===== src/rtl/int2float_pkg.sv =====
// int2float_pkg
//   Shared constants and helpers for the integer-to-float converter:
//   default field widths, exponent bias, controller state encoding and
//   the bit offsets of the float fields inside the packed result word.
//   No ports (package).
package int2float_pkg;

   localparam int E_BIT_DEF     = 8;
   localparam int F_BIT_DEF     = 23;
   localparam int INT_WIDTH_DEF = 32;

   typedef enum logic [1:0] {
      ST_IDLE  = 2'd0,
      ST_NORM  = 2'd1,
      ST_ROUND = 2'd2,
      ST_OUT   = 2'd3
   } state_e;

   // Exponent bias for an e_bits-wide exponent field.
   function automatic int bias(input int e_bits);
      return (1 << (e_bits - 1)) - 1;
   endfunction

   // Field offsets inside {sign, exponent, fraction}.
   function automatic int frac_lsb();
      return 0;
   endfunction

   function automatic int exp_lsb(input int f_bits);
      return f_bits;
   endfunction

   function automatic int sign_pos(input int e_bits, input int f_bits);
      return e_bits + f_bits;
   endfunction

endpackage


===== src/rtl/int2float_if.sv =====
// int2float_if
//   Handshake bundle between an integer producer, the converter and a
//   float consumer.
//   int_in/in_valid/in_ready     : operand channel (producer -> converter)
//   float_out/out_valid/out_ready: result channel  (converter -> consumer)
//   master modport: the producer/consumer side (testbench or datapath).
//   slave  modport: the converter.
interface int2float_if
   import int2float_pkg::*;
#(
   parameter int INT_WIDTH = INT_WIDTH_DEF,
   parameter int FLOAT_W   = E_BIT_DEF + F_BIT_DEF + 1
) ();

   logic [INT_WIDTH-1:0] int_in;
   logic                 in_valid;
   logic                 in_ready;
   logic [FLOAT_W-1:0]   float_out;
   logic                 out_valid;
   logic                 out_ready;

   modport master (
      output int_in, in_valid, out_ready,
      input  in_ready, float_out, out_valid
   );

   modport slave (
      input  int_in, in_valid, out_ready,
      output in_ready, float_out, out_valid
   );

endinterface


===== src/rtl/int2float_round.sv =====
// int2float_round
//   Combinational exponent/fraction generation from a normalised magnitude.
//   mag_frac : normalised magnitude without its leading 1 (bits below the MSB)
//   count    : number of left shifts applied during normalisation
//   exp_o    : biased exponent, including any mantissa carry-out
//   frac_o   : stored fraction
//   Build option INT2FLOAT_RNE_EN: defined -> round-to-nearest-even,
//   undefined -> truncate the magnitude toward zero.
module int2float_round
   import int2float_pkg::*;
#(
   parameter int E_bit     = E_BIT_DEF,
   parameter int F_bit     = F_BIT_DEF,
   parameter int INT_WIDTH = INT_WIDTH_DEF,
   parameter int CNT_W     = 6
) (
   input  logic [INT_WIDTH-2:0] mag_frac,
   input  logic [CNT_W-1:0]     count,
   output logic [E_bit-1:0]     exp_o,
   output logic [F_bit-1:0]     frac_o
);

   // Two extra zero bits keep guard and sticky in range even when the
   // integer is narrower than the fraction (then they are simply zero).
   localparam int EXP_TOP = bias(E_bit) + INT_WIDTH - 1;
   localparam int EXT_W   = INT_WIDTH - 1 + F_bit + 2;

`ifdef INT2FLOAT_RNE_EN
   localparam bit RNE_EN = 1'b1;
`else
   localparam bit RNE_EN = 1'b0;
`endif

   logic [EXT_W-1:0] ext_s;
   logic [F_bit-1:0] frac_raw_s;
   logic             guard_s;
   logic             sticky_s;
   logic             inc_s;
   logic [F_bit:0]   frac_sum_s;
   logic [E_bit-1:0] exp_base_s;

   assign ext_s      = {mag_frac, {(F_bit + 2){1'b0}}};
   assign frac_raw_s = ext_s[EXT_W-1 -: F_bit];
   assign guard_s    = ext_s[EXT_W-1-F_bit];
   assign sticky_s   = |ext_s[EXT_W-2-F_bit:0];
   // Nearest-even: bump on more than half, or exactly half with odd lsb.
   assign inc_s      = RNE_EN & guard_s & (sticky_s | frac_raw_s[0]);
   assign frac_sum_s = {1'b0, frac_raw_s} + {{F_bit{1'b0}}, inc_s};
   assign exp_base_s = E_bit'(EXP_TOP) - E_bit'(count);

   // Mantissa carry-out renormalises to fraction 0 with the next exponent.
   always_comb begin
      exp_o  = exp_base_s;
      frac_o = frac_sum_s[F_bit-1:0];
      if (frac_sum_s[F_bit]) begin
         exp_o  = exp_base_s + {{(E_bit - 1){1'b0}}, 1'b1};
         frac_o = {F_bit{1'b0}};
      end else begin
         exp_o  = exp_base_s;
         frac_o = frac_sum_s[F_bit-1:0];
      end
   end

endmodule


===== src/rtl/int2float.sv =====
// int2float
//   Iterative signed-integer to float converter, one normalisation shift
//   per cycle, with valid/ready handshakes on both sides.
//   clk   : rising-edge clock
//   rst_n : asynchronous active-low reset
//   bus   : int2float_if.slave (int_in/in_valid/in_ready,
//           float_out/out_valid/out_ready)
//   Build option INT2FLOAT_RNE_EN selects round-to-nearest-even instead
//   of truncation (handled inside int2float_round).
module int2float
   import int2float_pkg::*;
#(
   parameter int E_bit     = E_BIT_DEF,
   parameter int F_bit     = F_BIT_DEF,
   parameter int INT_WIDTH = INT_WIDTH_DEF
) (
   input  logic        clk,
   input  logic        rst_n,
   int2float_if.slave  bus
);

   localparam int FW    = E_bit + F_bit + 1;
   localparam int CNT_W = $clog2(INT_WIDTH) + 1;

   state_e               state_q, state_d;
   logic [INT_WIDTH-1:0] mag_q, mag_d;
   logic [CNT_W-1:0]     count_q, count_d;
   logic                 sign_q, sign_d;
   logic                 zero_q, zero_d;
   logic [FW-1:0]        float_q, float_d;
   logic                 out_valid_q, out_valid_d;
   logic [E_bit-1:0]     exp_s;
   logic [F_bit-1:0]     frac_s;
   logic                 norm_done_s;

   assign norm_done_s = zero_q | mag_q[INT_WIDTH-1];

   int2float_round #(
      .E_bit     (E_bit),
      .F_bit     (F_bit),
      .INT_WIDTH (INT_WIDTH),
      .CNT_W     (CNT_W)
   ) u_round (
      .mag_frac (mag_q[INT_WIDTH-2:0]),
      .count    (count_q),
      .exp_o    (exp_s),
      .frac_o   (frac_s)
   );

   // State register.
   always_ff @(posedge clk or negedge rst_n) begin
      if (!rst_n) begin
         state_q <= ST_IDLE;
      end else begin
         state_q <= state_d;
      end
   end

   // Next-state logic.
   always_comb begin
      state_d = state_q;
      case (state_q)
         ST_IDLE:  if (bus.in_valid)  state_d = ST_NORM;  else state_d = ST_IDLE;
         ST_NORM:  if (norm_done_s)   state_d = ST_ROUND; else state_d = ST_NORM;
         ST_ROUND: state_d = ST_OUT;
         ST_OUT:   if (bus.out_ready) state_d = ST_IDLE;  else state_d = ST_OUT;
         default:  state_d = ST_IDLE;
      endcase
   end

   // Datapath and output next values per state.
   always_comb begin
      mag_d       = mag_q;
      count_d     = count_q;
      sign_d      = sign_q;
      zero_d      = zero_q;
      float_d     = float_q;
      out_valid_d = out_valid_q;
      case (state_q)
         ST_IDLE: begin
            if (bus.in_valid) begin
               sign_d  = bus.int_in[INT_WIDTH-1];
               // Two's-complement negate; the most-negative value maps to 2^(N-1).
               mag_d   = bus.int_in[INT_WIDTH-1] ?
                         (~bus.int_in + {{(INT_WIDTH - 1){1'b0}}, 1'b1}) : bus.int_in;
               zero_d  = (bus.int_in == {INT_WIDTH{1'b0}});
               count_d = {CNT_W{1'b0}};
            end else begin
               mag_d = mag_q;
            end
         end
         ST_NORM: begin
            if (!norm_done_s) begin
               mag_d   = {mag_q[INT_WIDTH-2:0], 1'b0};
               count_d = count_q + {{(CNT_W - 1){1'b0}}, 1'b1};
            end else begin
               mag_d = mag_q;
            end
         end
         ST_ROUND: begin
            if (zero_q) begin
               float_d = {FW{1'b0}};
            end else begin
               float_d[sign_pos(E_bit, F_bit)]      = sign_q;
               float_d[exp_lsb(F_bit) +: E_bit]     = exp_s;
               float_d[frac_lsb() +: F_bit]         = frac_s;
            end
            out_valid_d = 1'b1;
         end
         ST_OUT: begin
            if (bus.out_ready) begin
               out_valid_d = 1'b0;
            end else begin
               out_valid_d = out_valid_q;
            end
         end
         default: begin
            out_valid_d = 1'b0;
         end
      endcase
   end

   // Datapath and output registers.
   always_ff @(posedge clk or negedge rst_n) begin
      if (!rst_n) begin
         mag_q       <= {INT_WIDTH{1'b0}};
         count_q     <= {CNT_W{1'b0}};
         sign_q      <= 1'b0;
         zero_q      <= 1'b0;
         float_q     <= {FW{1'b0}};
         out_valid_q <= 1'b0;
      end else begin
         mag_q       <= mag_d;
         count_q     <= count_d;
         sign_q      <= sign_d;
         zero_q      <= zero_d;
         float_q     <= float_d;
         out_valid_q <= out_valid_d;
      end
   end

   assign bus.in_ready  = (state_q == ST_IDLE);
   assign bus.float_out = float_q;
   assign bus.out_valid = out_valid_q;

endmodule


===== src/flat_wrapper.sv =====
// flat-port wrapper written by rule: the top's interface ports become plain ports
module int2float_flat import int2float_pkg::*;
#(
   parameter int E_bit     = E_BIT_DEF,
   parameter int F_bit     = F_BIT_DEF,
   parameter int INT_WIDTH = INT_WIDTH_DEF
)
  (clk, rst_n, bus_int_in, bus_in_valid, bus_out_ready, bus_in_ready, bus_float_out, bus_out_valid);
  int2float_if #(.INT_WIDTH(INT_WIDTH), .FLOAT_W(32)) bus_i ();
  input  logic clk;
  input  logic rst_n;
  input wire logic [$bits(bus_i.int_in)-1:0] bus_int_in;
  input wire logic [$bits(bus_i.in_valid)-1:0] bus_in_valid;
  input wire logic [$bits(bus_i.out_ready)-1:0] bus_out_ready;
  output wire logic [$bits(bus_i.in_ready)-1:0] bus_in_ready;
  output wire logic [$bits(bus_i.float_out)-1:0] bus_float_out;
  output wire logic [$bits(bus_i.out_valid)-1:0] bus_out_valid;
  assign bus_i.int_in = bus_int_in;
  assign bus_i.in_valid = bus_in_valid;
  assign bus_i.out_ready = bus_out_ready;
  assign bus_in_ready = bus_i.in_ready;
  assign bus_float_out = bus_i.float_out;
  assign bus_out_valid = bus_i.out_valid;
  int2float #(.E_bit(E_bit), .F_bit(F_bit), .INT_WIDTH(INT_WIDTH)) u_core (.clk(clk), .rst_n(rst_n), .bus(bus_i));
endmodule

===== config.mk =====
export PLATFORM = sky130hd
export DESIGN_NAME = int2float_flat
export DESIGN_NICKNAME = d
export VERILOG_FILES = /design/src/rtl/int2float_pkg.sv /design/src/rtl/int2float_if.sv /design/src/rtl/int2float_round.sv /design/src/rtl/int2float.sv /design/src/flat_wrapper.sv
export SDC_FILE = /design/constraint.sdc
export NUM_CORES = 1
export LEC_CHECK = 0
export BUFFER_PORTS_ARGS = -buffer_cell sky130_fd_sc_hd__clkbuf_2
export CAP_MARGIN = 40
export CORE_MARGIN = 1.5
export CORE_UTILIZATION = 40
export DETAILED_ROUTE_END_ITERATION = 16
export PLACE_DENSITY = 0.68
export SETUP_SLACK_MARGIN = 0.15
export SYNTH_ARGS = -nofsm -noshare
export SYNTH_HDL_FRONTEND = slang
export SYNTH_SLANG_ARGS = --single-unit

===== constraint.sdc =====
create_clock -name clk -period 1.85 [get_ports clk]
set_clock_uncertainty 0.2 [all_clocks]
set_input_delay 0.185 -clock clk [delete_from_list [all_inputs] [get_ports clk]]
set_output_delay 0.185 -clock clk [all_outputs]
set_load 0.02 [all_outputs]

==> flow_summary.toml <==
[route]
via_count = 3638
wl_per_cell_um = 14.8
wl_mm = 10.3
ant_nets = 0
drc = 0
dr.first_iter.drc_count = 233
drt_pass1_iterations = 4
viasPerCell = 5.25

[sta]
tightest_slew_ns = 0.518
rsz0062_at_grt = "true"
setup_slack_ns = 0.125
fin_crit_ns = 1.73
relSlewSlack = 0.654
tns_ns = 0
layout_worst_path_cycle_share = 0.932
drv_slew = 0
hold_viol = 0
max_freq_mhz = 580
setup_violations = 0

[logic_synthesis]
syn_nets = 472
synth_mux_area_frac = 0.0126
synth_area_sq_um = 3970
yosysMostFrequentCell = "nand2_1"
ys.flop_type = "dfrtp_1"
synth_xor_area_frac = 0.0706
synth_compound_area_frac = 0.189
yosysTopAreaCellShare = 0.473
synth_cell_type_count = 43
synth_top_family_by_area = "simple AND/OR/NAND/NOR gates"
yosys.area_share.simple = 0.197
yosys-top-cells-count = "nand2_1, dfrtp_1, o21ai_0"
synth_cells = 433
synth_warnings = 0
synth_edf_count = 0
synth.ff_latch_count = 75
synth_top_cells_by_area = "dfrtp_1, nand2_1, o21ai_0"
async_reset_ff_frac = 1.00
synth_adder_area_share = 0.00945
syn_area_per_cell_sq_um = 9.17
ys_seq_area_frac = 0.473
synth_top_area_cell = "dfrtp_1"

[setup_path]
r2r_cells = 4
crit_slowest_cell = "dfrtp_2"
crit-reg2reg-capture = "u_core.count_q[3]$_DFFE_PN0P_"
startpoint_type = "flip-flop"
r2r_slack_ns = 0.12
crit_type = "flip-flop to flip-flop"
max_stage_delay_ns = 0.45
cp-end-kind = "flip-flop"
crit_chain = "nand2b_4 -> or3_4 -> or3_1 -> a21oi_2"
cp.arrival_ns = 1.81
required_ns = 1.93
crit_fanout = 5
startpoint = "u_core.state_q[1]$_DFF_PN0_"
r2r_start = "u_core.state_q[1]$_DFF_PN0_"

[clocking]
htree_levels = 3
clock_latency_ns = 0.36
clock-root-buffer = "clkbuf_8"
cts_tree = "built"
numCtsBuffers = 9
clk_pin_slew_ns = 0.07
clock_sinks = 75
cts_buffer_depth = 2

[layout]
nets = 594
syn_to_final_growth_pct = 38.1
utilization = 0.566
nFillCells = 834
n_antenna_cell = 0
drive_above_1_share = 0.329
instances_no_fill = 693

[global_route]
grt_max_degree = 42
grt_pass1_vias = 3332
grt_antenna_before_repair = 0
overflow = 0
grt_use_total = 0.191
grt_pass1_wl_mm = 15.8

[hold_path]
worstHoldStart = "bus_int_in[16]"
hold_end = "u_core.mag_q[16]$_DFFE_PN0P_"
whs_path_depth = 3
hp-class = "input port to flip-flop"

[floorplan]
io_pins = 70
core_area_sq_um = 9680
die_h_um = 103
num_rows = 36
design.die.area_sq_um = 10500
start_util = 0.410
die_w_um = 103

[power]
powerDensity_nw_per_um2 = 1560
total_power_mw = 8.55
ir_drop_mv = 0.665
p_leak_nw = 2.61

[flow_run]
maxCapViolCount = 0

[placement]
place_congestion = 0.861
dpl.hpwl_mm = 7.03
post-place-ws_ns = -0.302
port_buffers = 69
dp_cells = 658

[run_status]
outcome = "finished clean"
-- layout by cell type, fill, tap and decap left out, types with 5 or more instances in the layout --
master / instances
clkbuf_8: 11
o21ai_1: 5
xor2_1: 27
buf_6: 6
buf_4: 48
o22ai_1: 16
dfrtp_1: 73
o21ai_0: 44
o31ai_1: 9
mux2i_1: 5
nand3_1: 5
clkbuf_2: 66
dlygate4sd3_1: 10
a21oi_1: 23
a22o_1: 6
buf_12: 6
xnor2_1: 5
nand2_1: 85
or3_1: 6
nor2_1: 32
-- repair_timing --
item | 4_1_cts | 5_1_grt
gates cloned | 0 | 3
pin swaps | 1 | 6
resized for setup | 8 | 30
setup endpoints to repair | 27 | 21
hold buffers | 10 | 0
hold endpoints to repair | 32 | 0
buffers inserted | 1 | 5
-- state kept, by name, indices dropped and copies added (netlist names) --
signal                cells
u_core.mag_q             32
u_core.state_q            2
u_core.bus.out_valid      1
u_core.sign_q             1
u_core.bus.float_out     32
u_core.zero_q             1
u_core.count_q            6
-- final cells by class --
class	instances	area, sq um	area share
flip-flops and latches	75	1880	0.343
clock inverters	4	120	0.0219
inverters	5	21.3	0.00388
multi-input cells	326	2130	0.389
repair buffers	138	1010	0.184
clock buffers	12	155	0.0283
well taps	133	166	0.0304
-- logic make-up after synthesis --
| group | after synthesis |
|---|---|
| AO/OA/AOI/OAI | 123 |
| buffers and inverters | 33 |
| flip-flops | 75 |
| multiplexers | 5 |
| adder cells (fa/ha/maj) | 3 |
| XOR/XNOR | 32 |
| AND/OR/NAND/NOR | 162 |
-- routing by layer --
| layer | vias to the layer above | track usage | share of wire |
|---|---|---|---|
| met5 | - | 0 | 0 |
| met4 | 0 | 0.0822 | 0.018 |
| met3 | 18 | 0.0298 | 0.044 |
| met2 | 90 | 0.304 | 0.48 |
| met1 | 1761 | 0.260 | 0.46 |
| li1 | 1769 | - | - |
-- critical path: cells and delay by family, from the launching register on --
| kind | cells | cell delay (ns) |
|---|---|---|
| AND/OR/NAND/NOR | 3 | 0.89 |
| flip-flops | 1 | 0.45 |
| AO/OA/AOI/OAI | 1 | 0.12 |
-- metrics by stage --
| stage | cell area [sq um] | hold slack, ns |
|---|---|---|
| global route | 5480 | 0.0283 |
| CTS | 5250 | 0.00544 |
| floorplan | 4060 | -0.311 |
| global placement | 4830 | -0.0235 |
| finish | 5480 | 0.0305 |
| detailed placement | 4830 | -0.0185 |
-- how the worst max path moves through the flow --
stage                                    end  slack, ns  cells past startpoint
2_1_floorplan   u_core.mag_q[30]$_DFFE_PN0P_      -0.05                      5
3_3_place_gp    u_core.mag_q[16]$_DFFE_PN0P_      -0.18                      9
5_1_grt         u_core.mag_q[30]$_DFFE_PN0P_       0.08                     10
3_5_place_dp    u_core.mag_q[28]$_DFFE_PN0P_      -0.30                      9
6_report       u_core.count_q[3]$_DFFE_PN0P_       0.12                      4
4_1_cts         u_core.mag_q[25]$_DFFE_PN0P_       0.15                      6
-- power by group --
part	switching, mW	internal, mW	leakage [nW]
clock	0.605	1.11	0.137
combinational	2.23	1.64	1.55
sequential	0.578	2.39	0.922
Note: power is estimated with default switching activity, not from simulation.
